==> config.mk <==
export PLATFORM = sky130hd
export DESIGN_NAME = uart_tx_arbiter
export DESIGN_NICKNAME = d
export VERILOG_FILES = /design/src/rtl/uart_pkg.sv /design/src/rtl/uart_baud_tick.sv /design/src/rtl/uart_tx_arbiter.sv
export SDC_FILE = /design/constraint.sdc
export NUM_CORES = 1
export LEC_CHECK = 0
export CAP_MARGIN = 10
export CORE_ASPECT_RATIO = 0.7
export CORE_MARGIN = 1.5
export CORE_UTILIZATION = 51
export CTS_CLUSTER_DIAMETER = 80
export DETAILED_ROUTE_END_ITERATION = 7
export GPL_TIMING_DRIVEN = 0
export PLACE_DENSITY = 0.84
export SLEW_MARGIN = 20
export SYNTH_ARGS = -nofsm -noshare
export SYNTH_HDL_FRONTEND = slang
export SYNTH_SLANG_ARGS = --single-unit
==> constraint.sdc <==
create_clock -name CLOCK -period 5.2 [get_ports CLOCK]
set_input_delay 1.56 -clock CLOCK [delete_from_list [all_inputs] [get_ports CLOCK]]
set_output_delay 1.56 -clock CLOCK [all_outputs]
set_load 0.02 [all_outputs]
==> src/rtl/uart_pkg.sv <==
`default_nettype none
// ============================================================================
//  Module      : uart_pkg
//  Description : Shared types and constants for the arbitrated UART
//                transmitter (FSM state encoding, data width, frame lengths,
//                baud divisor helper).
//  Revision    : 1.0 - initial release
// ============================================================================
package uart_pkg;

  localparam int UART_DATA_BITS       = 8;
  // Frame length in bit times: start + 8 data + stop, optionally + parity.
  localparam int UART_FRAME_BITS_8N1  = 10;
  localparam int UART_FRAME_BITS_8E1  = 11;

  typedef enum logic [2:0] {
    ST_IDLE   = 3'd0,
    ST_START  = 3'd1,
    ST_DATA   = 3'd2,
    ST_PARITY = 3'd3,
    ST_STOP   = 3'd4
  } uart_state_t;

  // Clock cycles per bit, rounded to nearest.
  function automatic int uart_divisor(input int clk_freq, input int baud_rate);
    return (clk_freq + baud_rate / 2) / baud_rate;
  endfunction

endpackage
`default_nettype wire

==> src/rtl/uart_baud_tick.sv <==
`default_nettype none
// ============================================================================
//  Module      : uart_baud_tick
//  Description : Bit-period counter. Counts 0..DIVISOR-1 and wraps; tick is
//                high on the last cycle of each bit period. A synchronous
//                clear restarts the period at count 0.
//  Revision    : 1.0 - initial release
// ============================================================================
module uart_baud_tick #(
  parameter int DIVISOR = 10
) (
  input  logic clk,
  input  logic rst,
  input  logic clear,
  output logic tick
);

  localparam int CNT_W = (DIVISOR > 1) ? $clog2(DIVISOR) : 1;
  localparam logic [CNT_W-1:0] CNT_LAST = CNT_W'(DIVISOR - 1);

  logic [CNT_W-1:0] count;

  // Period counter; clear aligns bit boundaries to the start of a frame.
  always_ff @(posedge clk) begin
    if (rst || clear) begin
      count <= '0;
    end else if (count == CNT_LAST) begin
      count <= '0;
    end else begin
      count <= count + CNT_W'(1);
    end
  end

  // Tick marks the final cycle of the current bit.
  always_comb begin
    tick = (count == CNT_LAST);
  end

endmodule
`default_nettype wire

==> src/rtl/uart_tx_arbiter.sv <==
`default_nettype none
// ============================================================================
//  Module      : uart_tx_arbiter
//  Description : Round-robin arbiter sharing one UART TX line among NUM_REQ
//                byte requesters. Winner is accepted with a one-cycle
//                valid/ready handshake in IDLE, then serialized LSB first.
//                Build option UART_TX_ARB_PARITY_EN: when defined, an even
//                parity bit is sent after the data (8E1); otherwise 8N1.
//  Revision    : 1.0 - initial release
// ============================================================================
module uart_tx_arbiter
  import uart_pkg::*;
#(
  parameter  int NUM_REQ   = 4,
  parameter  int CLK_FREQ  = 50000000,
  parameter  int BAUD_RATE = 115200,
  localparam int ID_W      = $clog2(NUM_REQ)
) (
  input  logic                 CLOCK,
  input  logic                 RESET,
  input  logic [NUM_REQ-1:0]   REQ_VALID,
  input  logic [8*NUM_REQ-1:0] REQ_DATA,
  output logic [NUM_REQ-1:0]   REQ_READY,
  output logic [ID_W-1:0]      GRANT_ID,
  output logic                 BUSY,
  output logic                 STX
);

  localparam int DIVISOR = uart_divisor(CLK_FREQ, BAUD_RATE);
  localparam logic [2:0] LAST_BIT = 3'(UART_DATA_BITS - 1);

  generate
    if (DIVISOR < 2) begin : g_bad_divisor
      $error("uart_tx_arbiter: DIVISOR must be at least 2");
    end
    if (NUM_REQ < 2 || NUM_REQ > 8) begin : g_bad_num_req
      $error("uart_tx_arbiter: NUM_REQ must be in 2..8");
    end
  endgenerate

  uart_state_t     state;
  uart_state_t     next_state;
  logic [2:0]      bit_idx;
  logic [2:0]      bit_idx_next;
  logic [7:0]      data_q;
  logic [ID_W-1:0] last;
  logic [ID_W-1:0] winner;
  logic            any_valid;
  logic [7:0]      win_data;
  logic            accept;
  logic            tick;
  logic            stx_d;
  logic            busy_d;

  uart_baud_tick #(
    .DIVISOR(DIVISOR)
  ) u_baud (
    .clk  (CLOCK),
    .rst  (RESET),
    .clear(accept),
    .tick (tick)
  );

  // Round-robin pick: first valid requester searching upward from last+1.
  // Both loops run over constants so every select is static.
  always_comb begin
    winner    = last;
    any_valid = 1'b0;
    for (int k = 1; k <= NUM_REQ; k++) begin
      for (int i = 0; i < NUM_REQ; i++) begin
        if ((last == ID_W'((i - k + NUM_REQ) % NUM_REQ)) && !any_valid && REQ_VALID[i]) begin
          any_valid = 1'b1;
          winner    = ID_W'(i);
        end
      end
    end
  end

  // Byte of the current winner and the one-hot acceptance pulse.
  always_comb begin
    accept   = (state == ST_IDLE) && any_valid;
    win_data = 8'h00;
    for (int i = 0; i < NUM_REQ; i++) begin
      if (winner == ID_W'(i)) begin
        win_data = REQ_DATA[8*i +: 8];
      end
      REQ_READY[i] = accept && !RESET && (winner == ID_W'(i));
    end
  end

  // State register.
  always_ff @(posedge CLOCK) begin
    if (RESET) begin
      state   <= ST_IDLE;
      bit_idx <= 3'd0;
    end else begin
      state   <= next_state;
      bit_idx <= bit_idx_next;
    end
  end

  // Next-state logic; each non-idle state lasts whole bit periods.
  always_comb begin
    next_state   = state;
    bit_idx_next = bit_idx;
    case (state)
      ST_IDLE: begin
        if (any_valid) begin
          next_state   = ST_START;
          bit_idx_next = 3'd0;
        end
      end
      ST_START: begin
        if (tick) next_state = ST_DATA;
      end
      ST_DATA: begin
        if (tick) begin
          bit_idx_next = bit_idx + 3'd1;
          if (bit_idx == LAST_BIT) begin
`ifdef UART_TX_ARB_PARITY_EN
            next_state = ST_PARITY;
`else
            next_state = ST_STOP;
`endif
          end
        end
      end
`ifdef UART_TX_ARB_PARITY_EN
      ST_PARITY: begin
        if (tick) next_state = ST_STOP;
      end
`endif
      ST_STOP: begin
        if (tick) next_state = ST_IDLE;
      end
      default: begin
        next_state = ST_IDLE;
      end
    endcase
  end

  // Line level and busy flag for the coming cycle, from the next state.
  always_comb begin
    busy_d = (next_state != ST_IDLE);
    stx_d  = 1'b1;
    case (next_state)
      ST_START: stx_d = 1'b0;
      ST_DATA:  stx_d = data_q[bit_idx_next];
`ifdef UART_TX_ARB_PARITY_EN
      ST_PARITY: stx_d = ^data_q;
`endif
      default:  stx_d = 1'b1;
    endcase
  end

  // Registered outputs and the handshake datapath.
  always_ff @(posedge CLOCK) begin
    if (RESET) begin
      STX      <= 1'b1;
      BUSY     <= 1'b0;
      GRANT_ID <= '0;
      last     <= ID_W'(NUM_REQ - 1);
      data_q   <= 8'h00;
    end else begin
      STX  <= stx_d;
      BUSY <= busy_d;
      if (accept) begin
        data_q   <= win_data;
        last     <= winner;
        GRANT_ID <= winner;
      end
    end
  end

endmodule
`default_nettype wire

==> results of run 1 <==
[repair_timing]
item / in CTS / in global routing
hold buffers: 0 / 0
hold endpoints to repair: 0 / 0
setup endpoints to repair: 4 / 2
gates resized for setup: 8 / 6
buffers inserted: 3 / 1
pin swaps: 1 / 1
[critical path: stages]
cell             delay [ns]
clkdlybuf4s50_1        0.48
mux2_4                 0.29
a222oi_1               0.43
buf_4                  0.26
nor4b_1                0.27
clkbuf_2               0.23
[synth_stat cells, types with 3 or more instances]
library cell   n  area, sq um
nand2_1       19        71.32
dfxtp_1       29        580.6
clkbuf_1       8        30.03
nand3_1        4        20.02
nor2_1        30        112.6
nand2b_1       3        18.77
inv_1          3        11.26
a21oi_1       10        50.05
o31ai_1        8        60.06
a211o_1        3        26.28
a221oi_1      10        87.58
ha_1           4        50.05
xor2_1         6        52.55
mux2_2         8        90.09
mux2i_1        4        40.04
nor3_1         3        15.01
and3_1         3        18.77
[area by class of cell]
type                    instances  share of cell area
plain buffers                  11             0.02245
clock buffers                   6             0.03614
clock inverters                 2             0.01643
inverters                       3            0.004929
multi-input cells             151              0.4447
flip-flops and latches         29              0.2541
well taps                      38             0.02081
repair buffers                 48              0.2004
[state kept, by name, summed over array words and instances (netlist names)]
register / flops
last: 2
state: 3
bit_idx: 3
BUSY: 1
GRANT_ID: 2
u_baud.count: 9
STX: 1
data_q: 8
[worst max path at each step]
stage	to	slack, ns	depth (start not counted)
floorplan	REQ_READY[0]	0.14	4
global placement	REQ_READY[0]	-0.70	6
detailed placement	REQ_READY[3]	-0.79	7
CTS	REQ_READY[0]	0.04	6
global route	REQ_READY[0]	0.03	6
finish	REQ_READY[0]	0.12	6
[where the power goes]
part | total (mW) | switching (mW) | internal (mW)
sequential | 0.244 | 0.00863 | 0.235
combinational | 0.128 | 0.0596 | 0.0687
clock | 0.246 | 0.0905 | 0.156
total | 0.618 | 0.159 | 0.460
[cells by family (layout without fill, tap and decap cells)]
| logic type | after synthesis | count (layout) | share of synthesized area |
|---|---|---|---|
| compound gates | 43 | 43 | 0.1904 |
| xor+xnor | 7 | 7 | 0.03732 |
| fa+ha+maj | 4 | 4 | 0.03047 |
| buf+inv | 14 | 70 | 0.03580 |
| flops | 29 | 29 | 0.3534 |
| mux | 13 | 13 | 0.08835 |
| simple gates | 84 | 84 | 0.2643 |
[metal layers]
layer	up-vias	share of wire	track usage
met5	-	0	0
met2	53	0.45	0.3645
met4	0	0.015	0.07547
met1	765	0.49	0.3560
met3	9	0.053	0.06225
li1	821	-	-
==> flow_summary.toml, run 1 <==
[synthesis]
yosys_warnings = 0
ys_types = 48
ys.flop_type = "dfxtp_1"
synthArstFlopShare = 0
synth-seq-cells = 29
mappedNetlistArea_sq_um = 1643
synthCells = 194
yosysSeqAreaShare = 0.3534
synth_nets = 236
synth_edf_count = 0
syn_avg_cell_area_sq_um = 8.468

[route]
vias = 1648
via_per_inst = 5.722
wirelength_mm = 4.344
drc_errors = 0
dr.pass1.iters = 4
routed_wire_length_per_instance_microns = 15.08
antenna_left = 0
first_iter_violations = 64

[place]
place_inst = 276
dpl_cell_area_sq_um = 2131
port_buffers = 44
hpwl_mm = 3.188
routabilityCongestion = 0.8070
preCtsSetupSlack_ns = -0.7852

[power]
powerDensity_nw_per_um2 = 270.6
p_leak_nw = 0.9003
max-vdd-ir-drop_mv = 0.2302
total_power_mw = 0.6183

[finish]
register_area_sq_um = 580.6
nets = 291
drive_above_1_share = 0.1200
final_util = 0.7357
stdcell_area_sq_um = 2285
mostFrequentLayoutCell = "clkdlybuf4s50_1"
multi_input_area_sq_um = 1016
n_antenna_cell = 0
syn2layout_area_growth_pct = 39.07
fillers = 256
instances_no_fill = 288
final_cell_mix = "clkdlybuf4s50_1 (40), nor2_1 (30), dfxtp_1 (29), nand2_1 (19), a221oi_1 (10)"

[clock_tree]
numCtsBuffers = 5
worstSkewPairLatency_ns = 0.28
cts_buffer_depth = 2
cts_sinks = 29
clk_pin_slew_ns = 0.07
cts_tree = "yes"
root_buffer = "clkbuf_8"
htreeDepth = 2

[sta]
fmax_mhz = 196.7
finalHoldViolations = 0
fin_crit_ns = 5.084
setup_viol = 0
fin_setup_tns_ns = 0
relSlewSlack = 0.5594
slew_viol_final = 0
setup_slack_ns = 0.1157
tightest_slew_ns = 0.6609
period_share = 0.9777
grt_setup_unrepaired = "false"
fin_worst_hold_slack_ns = 0.4623
finClkSkew_ns = 0.003142

[grt]
globalRouteOverflowTotal = 0
grt_pass1_wl_mm = 6.837
grt_use_total = 0.2476
grt_antenna_before_repair = 0
grt_pass1_vias = 1467
grt_max_degree = 11

[floorplan]
die_h_microns = 50.49
initial_utilization = 0.5290
rows = 17
core_sq_um = 3105
dieWidth_microns = 70.84
pin_count = 46
dieArea_sq_um = 3576

[min_path]
hold_end = "GRANT_ID[1]$_SDFFE_PP0P_"
hp-class = "reg -> reg"
whs_path_depth = 2
worstHoldStart = "GRANT_ID[1]$_SDFFE_PP0P_"

[critical_path]
path_class = "in -> out"
setup.worst_path.start = "REQ_VALID[3]"
r2r-end = "STX$_SDFF_PP1_"
crit_fanout = 10
cp.required_ns = 3.64
worstPathArrival_ns = 3.52
timing.critical_path.to_type = "output pin"
r2r_start = "state[2]$_SDFF_PP0_"
r2r_cells = 6
rrSetupSlack_ns = 2.86
critPathLaunchType = "input port"

[flow_run]
drv_cap = 0

[outcome]
status = "finished, final reports clean"
No activity file was read; power rests on OpenSTA's default activity.
==> run 2: changes to the inputs <==
==> constraint.sdc (replaced) <==
create_clock -name CLOCK -period 5.2 [get_ports CLOCK]
set_input_delay 1.56 -clock CLOCK [delete_from_list [all_inputs] [get_ports CLOCK]]
set_output_delay 1.56 -clock CLOCK [all_outputs]
set_load 0.1 [all_outputs]
==> run 2 against run 1 <==
Register-to-register slack worse by 0.02 ns. Critical path depth unchanged. Sequential share of layout area decreased by 0.30 points. Cell area up 1.2%. Die area stayed put. Critical path type unchanged.
==> flow_summary.toml, run 2 (synthesis results as in run 1) <==
[outcome]
status = "finished, final reports clean"

[critical_path]
path_delay_family = "buffers and inverters"
r2r_start = "state[2]$_SDFF_PP0_"
r2r_cells = 6
cp.required_ns = 3.64
critPathLaunchType = "input port"
cp_num_buf_inv = 3
crit_fanout = 10
worstPathArrival_ns = 3.60
r2r-end = "STX$_SDFF_PP1_"
path_cells = "clkdlybuf4s50_1 -> or4_1 -> nand3b_1 -> clkbuf_4 -> nor4_2 -> buf_2"
crit_slowest_cell = "or4_1"
timing.critical_path.to_type = "output pin"
path_class = "in -> out"
rrSetupSlack_ns = 2.84
max_stage_delay_ns = 0.61

[clock_tree]
numCtsBuffers = 5
cts_buffer_depth = 2
worstSkewPairLatency_ns = 0.29
cts_tree = "yes"
clk_pin_slew_ns = 0.06
root_buffer = "clkbuf_8"
hold_buffers = 0
htreeDepth = 2
cts_sinks = 29

[floorplan]
core_sq_um = 3105
initial_utilization = 0.5290
dieArea_sq_um = 3576
rows = 17
pin_count = 46
die_h_microns = 50.49
dieWidth_microns = 70.84

[sta]
relSlewSlack = 0.3573
period_share = 0.9918
setup_slack_ns = 0.04289
fin_crit_ns = 5.157
fmax_mhz = 193.9
slew_viol_final = 0
tightest_slew_ns = 0.9611
finClkSkew_ns = 0.003788
finalHoldViolations = 0
setup_viol = 0

[grt]
grt_use_total = 0.2675
globalRouteOverflowTotal = 0
grt_pass1_vias = 1566
grt_max_degree = 11
grt_antenna_before_repair = 0
grt_pass1_wl_mm = 7.307

[place]
port_buffers = 44
preCtsSetupSlack_ns = -1.412
hpwl_mm = 3.204
dpl_cell_area_sq_um = 2172
routabilityCongestion = 0.8622

[min_path]
hold_end = "GRANT_ID[1]$_SDFFE_PP0P_"
hp-class = "reg -> reg"
whs_path_depth = 2
worstHoldStart = "GRANT_ID[1]$_SDFFE_PP0P_"

[power]
total_power_mw = 0.6137
powerDensity_nw_per_um2 = 265.4
p_leak_nw = 0.9113
max-vdd-ir-drop_mv = 0.1545

[route]
vias = 1690
antenna_left = 0
drc_errors = 0
dr.pass1.iters = 4
routed_wire_length_per_instance_microns = 15.52
wirelength_mm = 4.484
via_per_inst = 5.848
first_iter_violations = 160

[finish]
nets = 292
n_antenna_cell = 0
drive_above_1_share = 0.1434
final_cell_mix = "clkdlybuf4s50_1 (40), nor2_1 (30), dfxtp_1 (29), nand2_1 (19), a221oi_1 (10)"
largestRegisters = "u_baud.count (9), data_q (8)"
register_area_sq_um = 580.6
final_util = 0.7446
regMostFlops = "u_baud.count"
stdcell_area_sq_um = 2312
multi_input_area_sq_um = 1049
syn2layout_area_growth_pct = 40.75
largest_reg_flops = 9
fillers = 249
mostFrequentLayoutCell = "clkdlybuf4s50_1"

[flow_run]
drv_cap = 0
[run 2: cell types whose count changed in the layout (fill, tap and decap cells not counted), sizes merged]
cell	change
dlygate4sd2	-2
buf	+4
bufinv	-1
clkinv	+1
clkinvlp	-1
[run 2: area by class of cell]
cell class | count | share of cell area
clock inverter | 1 | 0.002164
inverter | 3 | 0.004870
timing repair buffer | 49 | 0.2029
buffer | 11 | 0.02327
clock buffer | 7 | 0.04167
sequential | 29 | 0.2511
tap | 38 | 0.02056
multi-input combinational | 151 | 0.4535
[run 2: per-layer routing]
metal | share of wire | routed length [microns] | track usage
met2 | 0.44 | 1983 | 0.3910
met1 | 0.48 | 2142 | 0.3750
met5 | 0 | 0 | 0
met4 | 0.017 | 74 | 0.1195
met3 | 0.063 | 283 | 0.06225
[run 2: timing repair]
action                                  4_1_cts  5_1_grt
buffers inserted                              2        3
endpoints found under the setup margin        4        4
gates resized for setup                      26        3
pin swaps                                     1        1
[run 2: worst max-delay path by stage]
stage	cells after the start	endpoint	from	slack (ns)
after floorplan	4	REQ_READY[0]	REQ_VALID[1]	-0.26
after global placement	7	REQ_READY[2]	REQ_VALID[3]	-1.37
after detailed placement	7	REQ_READY[2]	REQ_VALID[3]	-1.41
after CTS	6	REQ_READY[1]	REQ_VALID[1]	0.04
after global routing	6	REQ_READY[1]	REQ_VALID[1]	-0.001
final	6	REQ_READY[1]	REQ_VALID[1]	0.04
[run 2: tightest hold or removal path, stage by stage, from the launching register on]
cell and delay, ns:
dfxtp_1 0.31, nand2_1 0.05, a21oi_1 0.06
[run 2: through the flow]
stage	hold WS (ns)	std cells	setup TNS, ns
6_report	0.4755	289	0
5_1_grt	0.5243	289	-0.001194
4_1_cts	0.4799	286	0
3_5_place_dp	0.4715	276	-4.833
3_3_place_gp	0.4448	276	-4.690
2_1_floorplan	0.4568	194	-0.6480
[run 2: where the power goes]
group	switching [mW]	internal, mW
Combinational	0.0878	0.0718
Clock	0.0909	0.119
Sequential	0.00848	0.235
Total	0.187	0.427
